--- src/rtl/multi_cycle_ctrl.sv ---
// Control FSM for the multi-cycle MIPS-subset datapath: decodes the latched opcode,
// drives every select/enable per cycle, handles memory wait states, counts retirements.
module multi_cycle_ctrl (
  input  logic        clk_i,
  input  logic        rst_n,
  input  logic [5:0]  instr_op_i,
  input  logic        mem_ready_i,
  output logic        pc_write_o,
  output logic        pc_write_cond_o,
  output logic        branch_type_o,
  output logic [1:0]  pc_source_o,
  output logic        iord_o,
  output logic        mem_read_o,
  output logic        mem_write_o,
  output logic        ir_write_o,
  output logic        reg_dst_o,
  output logic        mem_to_reg_o,
  output logic        reg_write_o,
  output logic        alu_src_a_o,
  output logic [1:0]  alu_src_b_o,
  output logic [2:0]  alu_op_o,
  output logic        instr_done_o,
  output logic        illegal_o,
  output logic [3:0]  state_o,
  output logic [31:0] retired_o
);

  localparam int unsigned OP_W  = 6;
  localparam int unsigned CNT_W = 32;

  localparam logic [OP_W-1:0] OP_R    = 6'b000000;
  localparam logic [OP_W-1:0] OP_J    = 6'b000010;
  localparam logic [OP_W-1:0] OP_BEQ  = 6'b000100;
  localparam logic [OP_W-1:0] OP_BNE  = 6'b000101;
  localparam logic [OP_W-1:0] OP_ADDI = 6'b001000;
  localparam logic [OP_W-1:0] OP_LUI  = 6'b001111;
  localparam logic [OP_W-1:0] OP_LW   = 6'b100011;
  localparam logic [OP_W-1:0] OP_SW   = 6'b101011;

  typedef enum logic [3:0] {
    S_FETCH    = 4'd0,
    S_DECODE   = 4'd1,
    S_MEM_ADDR = 4'd2,
    S_MEM_RD   = 4'd3,
    S_MEM_WB   = 4'd4,
    S_MEM_WR   = 4'd5,
    S_R_EXEC   = 4'd6,
    S_R_WB     = 4'd7,
    S_BRANCH   = 4'd8,
    S_JUMP     = 4'd9,
    S_I_EXEC   = 4'd10,
    S_I_WB     = 4'd11,
    S_TRAP     = 4'd12
  } state_t;

  state_t             r_state;
  state_t             w_next;
  logic               r_is_bne;
  logic               r_is_lui;
  logic [CNT_W-1:0]   r_retired;

  logic       w_pc_write, w_pc_write_cond, w_branch_type, w_iord;
  logic       w_mem_read, w_mem_write, w_ir_write, w_reg_dst;
  logic       w_mem_to_reg, w_reg_write, w_alu_src_a, w_done, w_illegal;
  logic [1:0] w_pc_source, w_alu_src_b;
  logic [2:0] w_alu_op;

  // State register
  always_ff @(posedge clk_i or negedge rst_n) begin
    if (!rst_n) r_state <= S_FETCH;
    else        r_state <= w_next;
  end

  // Opcode attributes needed after DECODE, captured once so later IR changes are ignored
  always_ff @(posedge clk_i or negedge rst_n) begin
    if (!rst_n) begin
      r_is_bne <= 1'b0;
      r_is_lui <= 1'b0;
    end else if (r_state == S_DECODE) begin
      r_is_bne <= (instr_op_i == OP_BNE);
      r_is_lui <= (instr_op_i == OP_LUI);
    end
  end

  // Next state and per-state control decode
  always_comb begin
    w_next          = r_state;
    w_pc_write      = 1'b0;
    w_pc_write_cond = 1'b0;
    w_branch_type   = 1'b0;
    w_pc_source     = 2'b00;
    w_iord          = 1'b0;
    w_mem_read      = 1'b0;
    w_mem_write     = 1'b0;
    w_ir_write      = 1'b0;
    w_reg_dst       = 1'b0;
    w_mem_to_reg    = 1'b0;
    w_reg_write     = 1'b0;
    w_alu_src_a     = 1'b0;
    w_alu_src_b     = 2'b00;
    w_alu_op        = 3'b000;
    w_done          = 1'b0;
    w_illegal       = 1'b0;
    case (r_state)
      S_FETCH: begin
        w_mem_read  = 1'b1;
        w_alu_src_b = 2'b01;
        if (mem_ready_i) begin
          w_ir_write = 1'b1;
          w_pc_write = 1'b1;
          w_next     = S_DECODE;
        end
      end
      S_DECODE: begin
        w_alu_src_b = 2'b11;
        case (instr_op_i)
          OP_R:            w_next = S_R_EXEC;
          OP_LW, OP_SW:    w_next = S_MEM_ADDR;
          OP_BEQ, OP_BNE:  w_next = S_BRANCH;
          OP_J:            w_next = S_JUMP;
          OP_ADDI, OP_LUI: w_next = S_I_EXEC;
          default:         w_next = S_TRAP;
        endcase
      end
      S_MEM_ADDR: begin
        w_alu_src_a = 1'b1;
        w_alu_src_b = 2'b10;
        w_next      = (instr_op_i == OP_LW) ? S_MEM_RD : S_MEM_WR;
      end
      S_MEM_RD: begin
        w_mem_read = 1'b1;
        w_iord     = 1'b1;
        if (mem_ready_i) w_next = S_MEM_WB;
      end
      S_MEM_WB: begin
        w_reg_write  = 1'b1;
        w_mem_to_reg = 1'b1;
        w_done       = 1'b1;
        w_next       = S_FETCH;
      end
      S_MEM_WR: begin
        w_mem_write = 1'b1;
        w_iord      = 1'b1;
        if (mem_ready_i) begin
          w_done = 1'b1;
          w_next = S_FETCH;
        end
      end
      S_R_EXEC: begin
        w_alu_src_a = 1'b1;
        w_alu_op    = 3'b010;
        w_next      = S_R_WB;
      end
      S_R_WB: begin
        w_reg_write = 1'b1;
        w_reg_dst   = 1'b1;
        w_done      = 1'b1;
        w_next      = S_FETCH;
      end
      S_BRANCH: begin
        w_alu_src_a     = 1'b1;
        w_alu_op        = 3'b001;
        w_pc_write_cond = 1'b1;
        w_pc_source     = 2'b01;
        w_branch_type   = r_is_bne;
        w_done          = 1'b1;
        w_next          = S_FETCH;
      end
      S_JUMP: begin
        w_pc_write  = 1'b1;
        w_pc_source = 2'b10;
        w_done      = 1'b1;
        w_next      = S_FETCH;
      end
      S_I_EXEC: begin
        w_alu_src_a = 1'b1;
        w_alu_src_b = 2'b10;
        w_alu_op    = r_is_lui ? 3'b011 : 3'b000;
        w_next      = S_I_WB;
      end
      S_I_WB: begin
        w_reg_write = 1'b1;
        w_done      = 1'b1;
        w_next      = S_FETCH;
      end
      default: begin
        w_illegal = 1'b1;
        w_next    = S_TRAP;
      end
    endcase
  end

  // Retired-instruction counter, wraps naturally
  always_ff @(posedge clk_i or negedge rst_n) begin
    if (!rst_n)      r_retired <= '0;
    else if (w_done) r_retired <= r_retired + CNT_W'(1);
  end

  // Reset forces every output low immediately, including the Mealy FETCH strobes
  assign pc_write_o      = rst_n & w_pc_write;
  assign pc_write_cond_o = rst_n & w_pc_write_cond;
  assign branch_type_o   = rst_n & w_branch_type;
  assign pc_source_o     = rst_n ? w_pc_source : 2'b00;
  assign iord_o          = rst_n & w_iord;
  assign mem_read_o      = rst_n & w_mem_read;
  assign mem_write_o     = rst_n & w_mem_write;
  assign ir_write_o      = rst_n & w_ir_write;
  assign reg_dst_o       = rst_n & w_reg_dst;
  assign mem_to_reg_o    = rst_n & w_mem_to_reg;
  assign reg_write_o     = rst_n & w_reg_write;
  assign alu_src_a_o     = rst_n & w_alu_src_a;
  assign alu_src_b_o     = rst_n ? w_alu_src_b : 2'b00;
  assign alu_op_o        = rst_n ? w_alu_op : 3'b000;
  assign instr_done_o    = rst_n & w_done;
  assign illegal_o       = rst_n & w_illegal;
  assign state_o         = rst_n ? r_state : 4'd0;
  assign retired_o       = r_retired;

endmodule

--- config.mk ---
export PLATFORM = sky130hd
export DESIGN_NAME = multi_cycle_ctrl
export DESIGN_NICKNAME = d
export VERILOG_FILES = /design/src/rtl/multi_cycle_ctrl.sv
export SDC_FILE = /design/constraint.sdc
export NUM_CORES = 1
export LEC_CHECK = 0
export ABC_AREA = 1
export BUFFER_PORTS_ARGS = -buffer_cell sky130_fd_sc_hd__buf_2
export CAP_MARGIN = 20
export CORE_MARGIN = 1.5
export CORE_UTILIZATION = 50
export CTS_CLUSTER_DIAMETER = 200
export DETAILED_ROUTE_END_ITERATION = 6
export PLACE_DENSITY = 0.83
export SLEW_MARGIN = 0
export SYNTH_ARGS = -nofsm -noshare
export SYNTH_HDL_FRONTEND = slang
export SYNTH_SLANG_ARGS = --single-unit
export TNS_END_PERCENT = 20
--- constraint.sdc ---
create_clock -name clk_i -period 2.1 [get_ports clk_i]
set_clock_uncertainty 0.15 [all_clocks]
set_input_delay 0.315 -clock clk_i [delete_from_list [all_inputs] [get_ports clk_i]]
set_output_delay 0.315 -clock clk_i [all_outputs]
set_load 0.05 [all_outputs]
==> results.yml, run 1 <==
timing:
  setup_tns_ps: 0
  period_share_pct: 97.5
  fmax_mhz: 488
  drv_slew: 0
  grt_setup_unrepaired: "yes"
  finalSetupViolations: 0
  fin_crit_ps: 2050
  holdWs_ps: 157
  final_hold_viol_count: 0
power_and_ir_drop:
  combPwrFrac_pct: 4.8
  swShare_pct: 21.4
  total_power_mw: 1.56
  power_density_nw_per_um2: 458
  seqPwrFrac_pct: 46.9
  ir_drop_v: 0.000291
  p_leak_nw: 1.77
  switchingPower_uw: 335
  power.internal_mw: 1.23
  clkPwrFrac_pct: 48.4
detailed_routing:
  drt_iter0_drc: 237
  via_per_inst: 5.11
  wl_per_cell_um: 12.9
  firstDrtPassIters: 5
  drt-total-wl_um: 7560
  drc_errors: 0
  vias: 3006
  ant_nets: 0
synth:
  async_flop_share_pct: 100
  yosys_register_bits: 38
  yosysMostFrequentCell: "nand2_1"
  synth_area_leader_cell: "dfrtp_1"
  ys.flop_type: "dfrtp_1"
  yosys_warnings: 0
  syn_nets: 454
  ys_types: 29
  synth_top_cell_area_share_pct: 34.7
  syn_inst: 444
  synth_common_cells: "nand2_1, nor2_1, dfrtp_1, inv_1, nand3b_1"
  synth_area_um2: 2740
  netlist_top_cells_area: "dfrtp_1, nand2_1, nor2_1, inv_1, nand3b_1"
  ys_seq_area_share_pct: 34.7
  syn_area_per_cell_um2: 6.17
  synth_edf_count: 0
worst_hold_path:
  hold_path_class: "in2reg"
  hold_path.startpoint: "instr_op_i[0]"
clocking:
  clockBufferDepth: 2
  htree_levels: 2
  cts_tree: "done"
  numCtsBuffers: 5
  cts_root_buffer: "clkbuf_8"
  clock_latency_ps: 300
  cts_num_sinks: 38
  clk_pin_slew_ps: 80
layout:
  n_antenna_cell: 0
  drive_gt1_share_pct: 20.8
  layout.nets: 527
  finish.utilization_pct: 65.4
  syn_to_final_growth_pct: 24.3
critical_path:
  crit_required_ps: 1630
  cp-startpoint: "r_state[1]"
  cp-start-kind: "flip-flop"
  crit_path_max_fanout: 7
  r2r-start: "retired_o[0]"
  worstPathArrival_ps: 1580
  crit_type: "reg2out"
  end_kind: "primary output"
grt:
  antenna_found_initial: 0
  first_global_vias: 2757
  grt-ovfl-total: 0
  grt_max_degree: 40
  grt_pass1_wl_um: 12300
  grt_use_total_pct: 25.9
place:
  port_buffers: 63
  dpl.hpwl_um: 5670
  gp_congestion: 0.928
floorplanning:
  core_area_um2: 5200
  io_pins: 65
  die_w_um: 77.0
  dieArea_um2: 5930
  initial_core_util_pct: 52.6
  die_y_um: 77.0
  rows: 26
flow_run:
  max_cap_viol_count: 0
run_status:
  outcome: "complete, no violations"
per-layer routing:
metal  up-vias  track usage (%)  routed length [µm]
met2       117             41.4                3470
met4         0             9.82                 156
met1      1356             35.1                3470
met3        19             4.52                 457
li1       1514                -                   -
met5         -                0                   0
critical path: stages, from the launching register on:
cell and delay [ps]:
dfrtp_2 480, buf_6 150, nor3_4 170, inv_2 70
nor2_4 100, inv_2 50, nor2_2 90, buf_6 170
kinds of logic after synthesis:
family / count (synthesis) / share of synthesized area [%]
xor+xnor: 13 / 4.16
simple gates: 320 / 48.4
buf+inv: 52 / 8.41
compound gates: 19 / 3.75
fa+ha+maj: 1 / 0.457
other cells: 1 / 0.137
flops: 38 / 34.7
path summary, 6_finish.rpt:
kind	endpoint	slack, ps	cells after the start
min in group asynchronous	r_is_lui	430	3
min	r_is_bne	160	3
max in group asynchronous	r_state[0]	940	3
max	branch_type_o	50	7
max reg2reg	retired_o[30]	190	10
min reg2reg	retired_o[31]	370	2
sequential cells by signal (all words and copies together) (netlist names):
| register | flops |
|---|---|
| r_is_lui | 1 |
| r_state | 4 |
| retired_o | 32 |
| r_is_bne | 1 |
power by group through the flow:
stage	Combinational (mW)	Sequential [mW]	Clock [mW]
floorplan	0.0344	0.746	0
global placement	0.0685	0.746	0
detailed placement	0.0699	0.746	0
CTS	0.0735	0.731	0.767
global route	0.0824	0.731	0.801
finish	0.0743	0.731	0.754
metrics by stage:
| stage | std cells | worst slack, ps | cell area, µm² |
|---|---|---|---|
| finish | 588 | 52.5 | 3400 |
| global route | 588 | -18.9 | 3400 |
| CTS | 584 | 11.6 | 3300 |
| detailed placement | 574 | 241 | 3130 |
| global placement | 574 | 272 | 3130 |
| floorplan | 444 | -166 | 2750 |
cell usage in the layout (no fill, tap or decap), types with 2 or more instances in the layout:
cell type	instances
a21oi_1	3
a21oi_2	2
buf_2	55
buf_4	11
buf_6	5
bufinv_16	2
clkbuf_4	2
clkbuf_8	5
dfrtp_1	34
dfrtp_2	4
dlygate4sd3_1	2
inv_1	36
inv_2	6
nand2_1	197
nand2_2	2
nand3_1	12
nand3b_1	13
nand4_1	7
nor2_1	73
nor2_2	4
nor2_4	5
nor3_1	4
o21ai_0	10
xnor2_1	6
xor2_1	7
area by class of cell:
| class | instances | area [µm²] |
|---|---|---|
| clock buffer | 5 | 68.8 |
| clock inverter | 3 | 68.8 |
| fill | 474 | 1800 |
| inverter | 43 | 164 |
| multi-input combinational | 354 | 1610 |
| sequential | 38 | 956 |
| tap | 70 | 87.6 |
| timing repair buffer | 75 | 449 |
repair_timing:
| action | in CTS | in global routing |
|---|---|---|
| pin swaps | 0 | 2 |
| gates resized for setup | 6 | 25 |
| hold buffers | 2 | 0 |
| setup endpoints to repair | 4 | 10 |
| hold endpoints to repair | 38 | 0 |
| buffers inserted | 0 | 4 |
Note: power is estimated with default switching activity, not from simulation.
==> run 2: changes to the inputs <==
==> constraint.sdc (replaced) <==
create_clock -name clk_i -period 2.5 [get_ports clk_i]
set_clock_uncertainty 0.15 [all_clocks]
set_input_delay 0.375 -clock clk_i [delete_from_list [all_inputs] [get_ports clk_i]]
set_output_delay 0.375 -clock clk_i [all_outputs]
set_load 0.05 [all_outputs]
==> results.yml, run 2 (same netlist as run 1, synthesis figures left out) <==
floorplanning:
  die_y_um: 77.0
  rows: 26
  die_w_um: 77.0
  io_pins: 65
  core_area_um2: 5200
  dieArea_um2: 5930
  initial_core_util_pct: 52.6
layout:
  mostFrequentLayoutCell: "nand2_1"
  syn_to_final_growth_pct: 17.1
  drive_gt1_share_pct: 17.3
  final_cell_mix: "nand2_1, nor2_1, buf_2"
  layout.nets: 519
  post_layout_nonfiller_instances: 580
  n_antenna_cell: 0
  finalInstanceArea_um2: 3210
  multiInputGateArea_um2: 1560
  fillers: 517
  regArea_um2: 951
  largest_reg_flops: 32
place:
  dp.cells: 571
  placed_area_um2: 3100
  gp_congestion: 0.880
  port_buffers: 63
  dpl.hpwl_um: 5480
grt:
  first_global_vias: 2634
  gr-max-usage-layer: "met2"
  grt_max_degree: 40
  grt.met2_usage_pct: 40.6
  grt_use_met3_pct: 3.69
  grtUsageMet1_pct: 34.6
  grt_pass1_wl_um: 12100
  antenna_found_initial: 0
  grt_use_total_pct: 25.1
  grt-ovfl-total: 0
timing:
  final_hold_viol_count: 0
  fmax_mhz: 421
  drv_slew: 0
  period_share_pct: 95.0
  setup_tns_ps: 0
  grt_setup_unrepaired: "no"
  finalSetupViolations: 0
  fin_crit_ps: 2380
critical_path:
  cpMaxStageDelayCell: "dfrtp_1"
  crit_path_max_fanout: 7
  cp_num_buf_inv: 3
  rr_endpoint: "retired_o[28]"
  r2r-start: "retired_o[0]"
  worstPathArrival_ps: 1850
  end_kind: "primary output"
  crit_type: "reg2out"
  reg2reg_depth: 10
  cp-start-kind: "flip-flop"
  path_delay_family: "buffers and inverters"
  crit_required_ps: 1980
  crit_chain: "nor2_1, inv_1, nor2_2, inv_1, a21oi_1, clkbuf_4"
  worst_path_largest_cell_delay_ps: 460
  crit_top_cell: "inv_1"
  r2r_slack_ps: 570
clocking:
  numCtsBuffers: 5
  cts_setup_buffers: 0
  clk_pin_slew_ps: 70
  htree_levels: 2
  cts_tree: "done"
  clockBufferDepth: 2
  cts_num_sinks: 38
  clock_latency_ps: 280
  cts_root_buffer: "clkbuf_8"
power_and_ir_drop:
  ir_drop_v: 0.000274
  switchingPower_uw: 257
  combPwrFrac_pct: 5.4
  clkPwrFrac_pct: 39.2
  power.internal_uw: 851
  seqPwrFrac_pct: 55.4
  p_leak_nw: 1.71
  swShare_pct: 23.2
  power_density_nw_per_um2: 346
detailed_routing:
  drt_iter0_drc: 206
  drc_errors: 0
  vias: 2921
  wl_per_cell_um: 12.1
  via_per_inst: 5.04
  ant_nets: 0
  drt-total-wl_um: 7010
  firstDrtPassIters: 4
worst_hold_path:
  hold_path_class: "in2async"
flow_run:
  max_cap_viol_count: 0
run_status:
  outcome: "complete, no violations"
-- run 2: cell type report --
cell class	count	area share (%)
well taps	70	2.73
flip-flops and latches	38	29.7
repair buffers	67	10.9
clock buffers	7	2.69
multi-input cells	354	48.7
inverters	43	5.11
clock inverters	1	0.156
-- run 2: what timing repair did --
action | in CTS | in global routing
resized for setup | 0 | 1
setup endpoints to repair | 0 | 1
hold buffers | 1 | 0
endpoints found under the hold margin | 3 | 0
-- run 2: worst max-delay path by stage --
stage / startpoint / end / depth (start not counted)
global route: r_state[2] / alu_src_b_o[1] / 6
floorplan: r_state[2] / branch_type_o / 7
finish: r_state[2] / alu_src_b_o[1] / 6
global placement: r_state[2] / alu_src_b_o[1] / 6
detailed placement: r_state[2] / alu_src_b_o[1] / 6
CTS: r_state[2] / alu_src_b_o[1] / 6
-- run 2: power by group through the flow --
stage	registers, mW	clock network [mW]	logic (mW)
global placement	0.626	0	0.0573
CTS	0.614	0.443	0.0605
global route	0.614	0.470	0.0670
detailed placement	0.626	0	0.0589
finish	0.614	0.434	0.0600
floorplan	0.626	0	0.0286
-- run 2: layer usage --
metal / routed length, µm / part of all wire (%) / vias to the layer above
li1: - / - / 1500
met1: 3300 / 47 / 1325
met2: 3190 / 46 / 84
met3: 386 / 5.5 / 12
met4: 136 / 1.9 / 0
met5: 0 / 0 / -
-- run 2: stage by stage --
step                total power, mW  utilization, %  hold WS [ps]  setup slack (ps)
finish                         1.11            61.6          46.0               125
global route                   1.15            61.6          55.2              6.63
CTS                            1.12            61.6          42.2               104
detailed placement            0.685            59.6          95.4               417
global placement              0.684            59.6          98.3               464
floorplan                     0.655               -         -70.6               124
==> run 3: changes to the inputs <==
--- a/config.mk
+++ b/config.mk
@@ -9,10 +9,11 @@
 export BUFFER_PORTS_ARGS = -buffer_cell sky130_fd_sc_hd__buf_2
 export CAP_MARGIN = 20
 export CORE_MARGIN = 1.5
-export CORE_UTILIZATION = 50
+export CORE_UTILIZATION = 58
 export CTS_CLUSTER_DIAMETER = 200
 export DETAILED_ROUTE_END_ITERATION = 6
-export PLACE_DENSITY = 0.83
+export MAX_ROUTING_LAYER = met4
+export PLACE_DENSITY = 0.93
 export SLEW_MARGIN = 0
 export SYNTH_ARGS = -nofsm -noshare
 export SYNTH_HDL_FRONTEND = slang
==> results.yml, run 3 (same netlist as run 1, synthesis figures left out) <==
run_status:
  outcome: "finished with violations"
  violations: "DRC"
clocking:
  htree_levels: 2
  cts_num_sinks: 38
  cts_setup_buffers: 0
  cts_root_buffer: "clkbuf_8"
  clk_pin_slew_ps: 70
  clockBufferDepth: 2
  clock_latency_ps: 290
  numCtsBuffers: 5
  cts_tree: "done"
floorplanning:
  die_y_um: 71.7
  rows: 24
  core_area_um2: 4440
  initial_core_util_pct: 61.6
  dieArea_um2: 5140
  die_w_um: 71.7
  io_pins: 65
place:
  dp_slack_ps: 434
  port_buffers: 63
  dpl.hpwl_um: 5530
  gp_congestion: 1.02
  dp.cells: 552
  placed_area_um2: 3070
flow_run:
  max_cap_viol_count: 0
power_and_ir_drop:
  ir_drop_v: 0.000213
  total_power_mw: 1.12
  power_density_nw_per_um2: 351
  p_leak_nw: 1.71
layout:
  finish.utilization_pct: 71.5
  syn_to_final_growth_pct: 16.1
  n_antenna_cell: 0
  layout.nets: 518
  final_cell_mix: "nand2_1, nor2_1, buf_2"
  post_layout_nonfiller_instances: 561
  largest_reg_flops: 32
  drive_gt1_share_pct: 17.3
  mostFrequentLayoutCell: "nand2_1"
  finalInstanceArea_um2: 3180
  fillers: 391
worst_hold_path:
  hold_path_class: "in2async"
detailed_routing:
  ant_nets: 0
  vias: 3057
  drt-total-wl_um: 7330
  drc_errors: 4
  wl_per_cell_um: 13.1
  firstDrtPassIters: 7
  drt_iter0_drc: 241
  via_per_inst: 5.45
critical_path:
  end_kind: "primary output"
  crit_required_ps: 1980
  crit_path_max_fanout: 5
  crit_type: "reg2out"
  worstPathArrival_ps: 1850
  cp-start-kind: "flip-flop"
timing:
  setup_tns_ps: 0
  worst_slack_ps: 125
  grt_setup_unrepaired: "no"
  period_share_pct: 95.0
  finalSetupViolations: 0
  fmax_mhz: 421
  fin_crit_ps: 2380
  drv_slew: 0
  final_hold_viol_count: 0
  holdWs_ps: 91.6
grt:
  grt_max_degree: 40
  antenna_found_initial: 0
  grt_use_total_pct: 30.1
  grt_pass1_wl_um: 12000
  first_global_vias: 2714
  grt-ovfl-total: 0
[run 3: changes by cell type in the layout (fill, tap and decap cells not counted), sizes merged]
cell / previous run / this run
buf: 65 / 64
[run 3: report_power, final]
part	switching (mW)	internal, mW	total [mW]
clock	0.220	0.223	0.443
combinational	0.0454	0.0131	0.0585
sequential	0	0.614	0.614
[run 3: worst max-delay path, stage by stage, from the launching register on]
cell and delay (ps):
dfrtp_1 450, inv_2 80, nor2_2 130, inv_2 70
nor3_1 170, inv_1 90, nor2_2 140, inv_1 90
nor2_2 80, buf_2 260
[run 3: layer usage]
layer	vias to the layer above	routed length, µm	global-route usage, %
met2	126	3530	48.6
met1	1416	3140	38.8
met5	-	0	-
li1	1496	-	-
met3	19	474	4.36
met4	0	184	10.5
[run 3: path summary, 6_finish.rpt]
check                         startpoint             to  slack [ps]  cells past startpoint
setup / recovery              r_state[3]  branch_type_o         120                      9
setup reg to reg            retired_o[0]  retired_o[30]         570                     10
max in group asynchronous          rst_n       r_is_lui        1560                      2
min in group clk_i         instr_op_i[0]       r_is_bne         250                      3
hold reg to reg                 r_is_lui       r_is_lui         350                      2
hold / removal                     rst_n   retired_o[4]          90                      2
[run 3: what timing repair did]
| action | 4_1_cts | 5_1_grt |
|---|---|---|
| resized for setup | 0 | 2 |
| hold buffers | 1 | 0 |
| endpoints found under the hold margin | 4 | 0 |
| endpoints found under the setup margin | 0 | 1 |
[run 3: final cells by class]
type	count	area (µm²)	area share, %
inverter	43	164	5.16
clock inverter	1	5.00	0.157
tap	52	65.1	2.05
multi-input combinational	354	1570	49.2
clock buffer	7	86.3	2.72
sequential	38	951	29.9
timing repair buffer	66	343	10.8
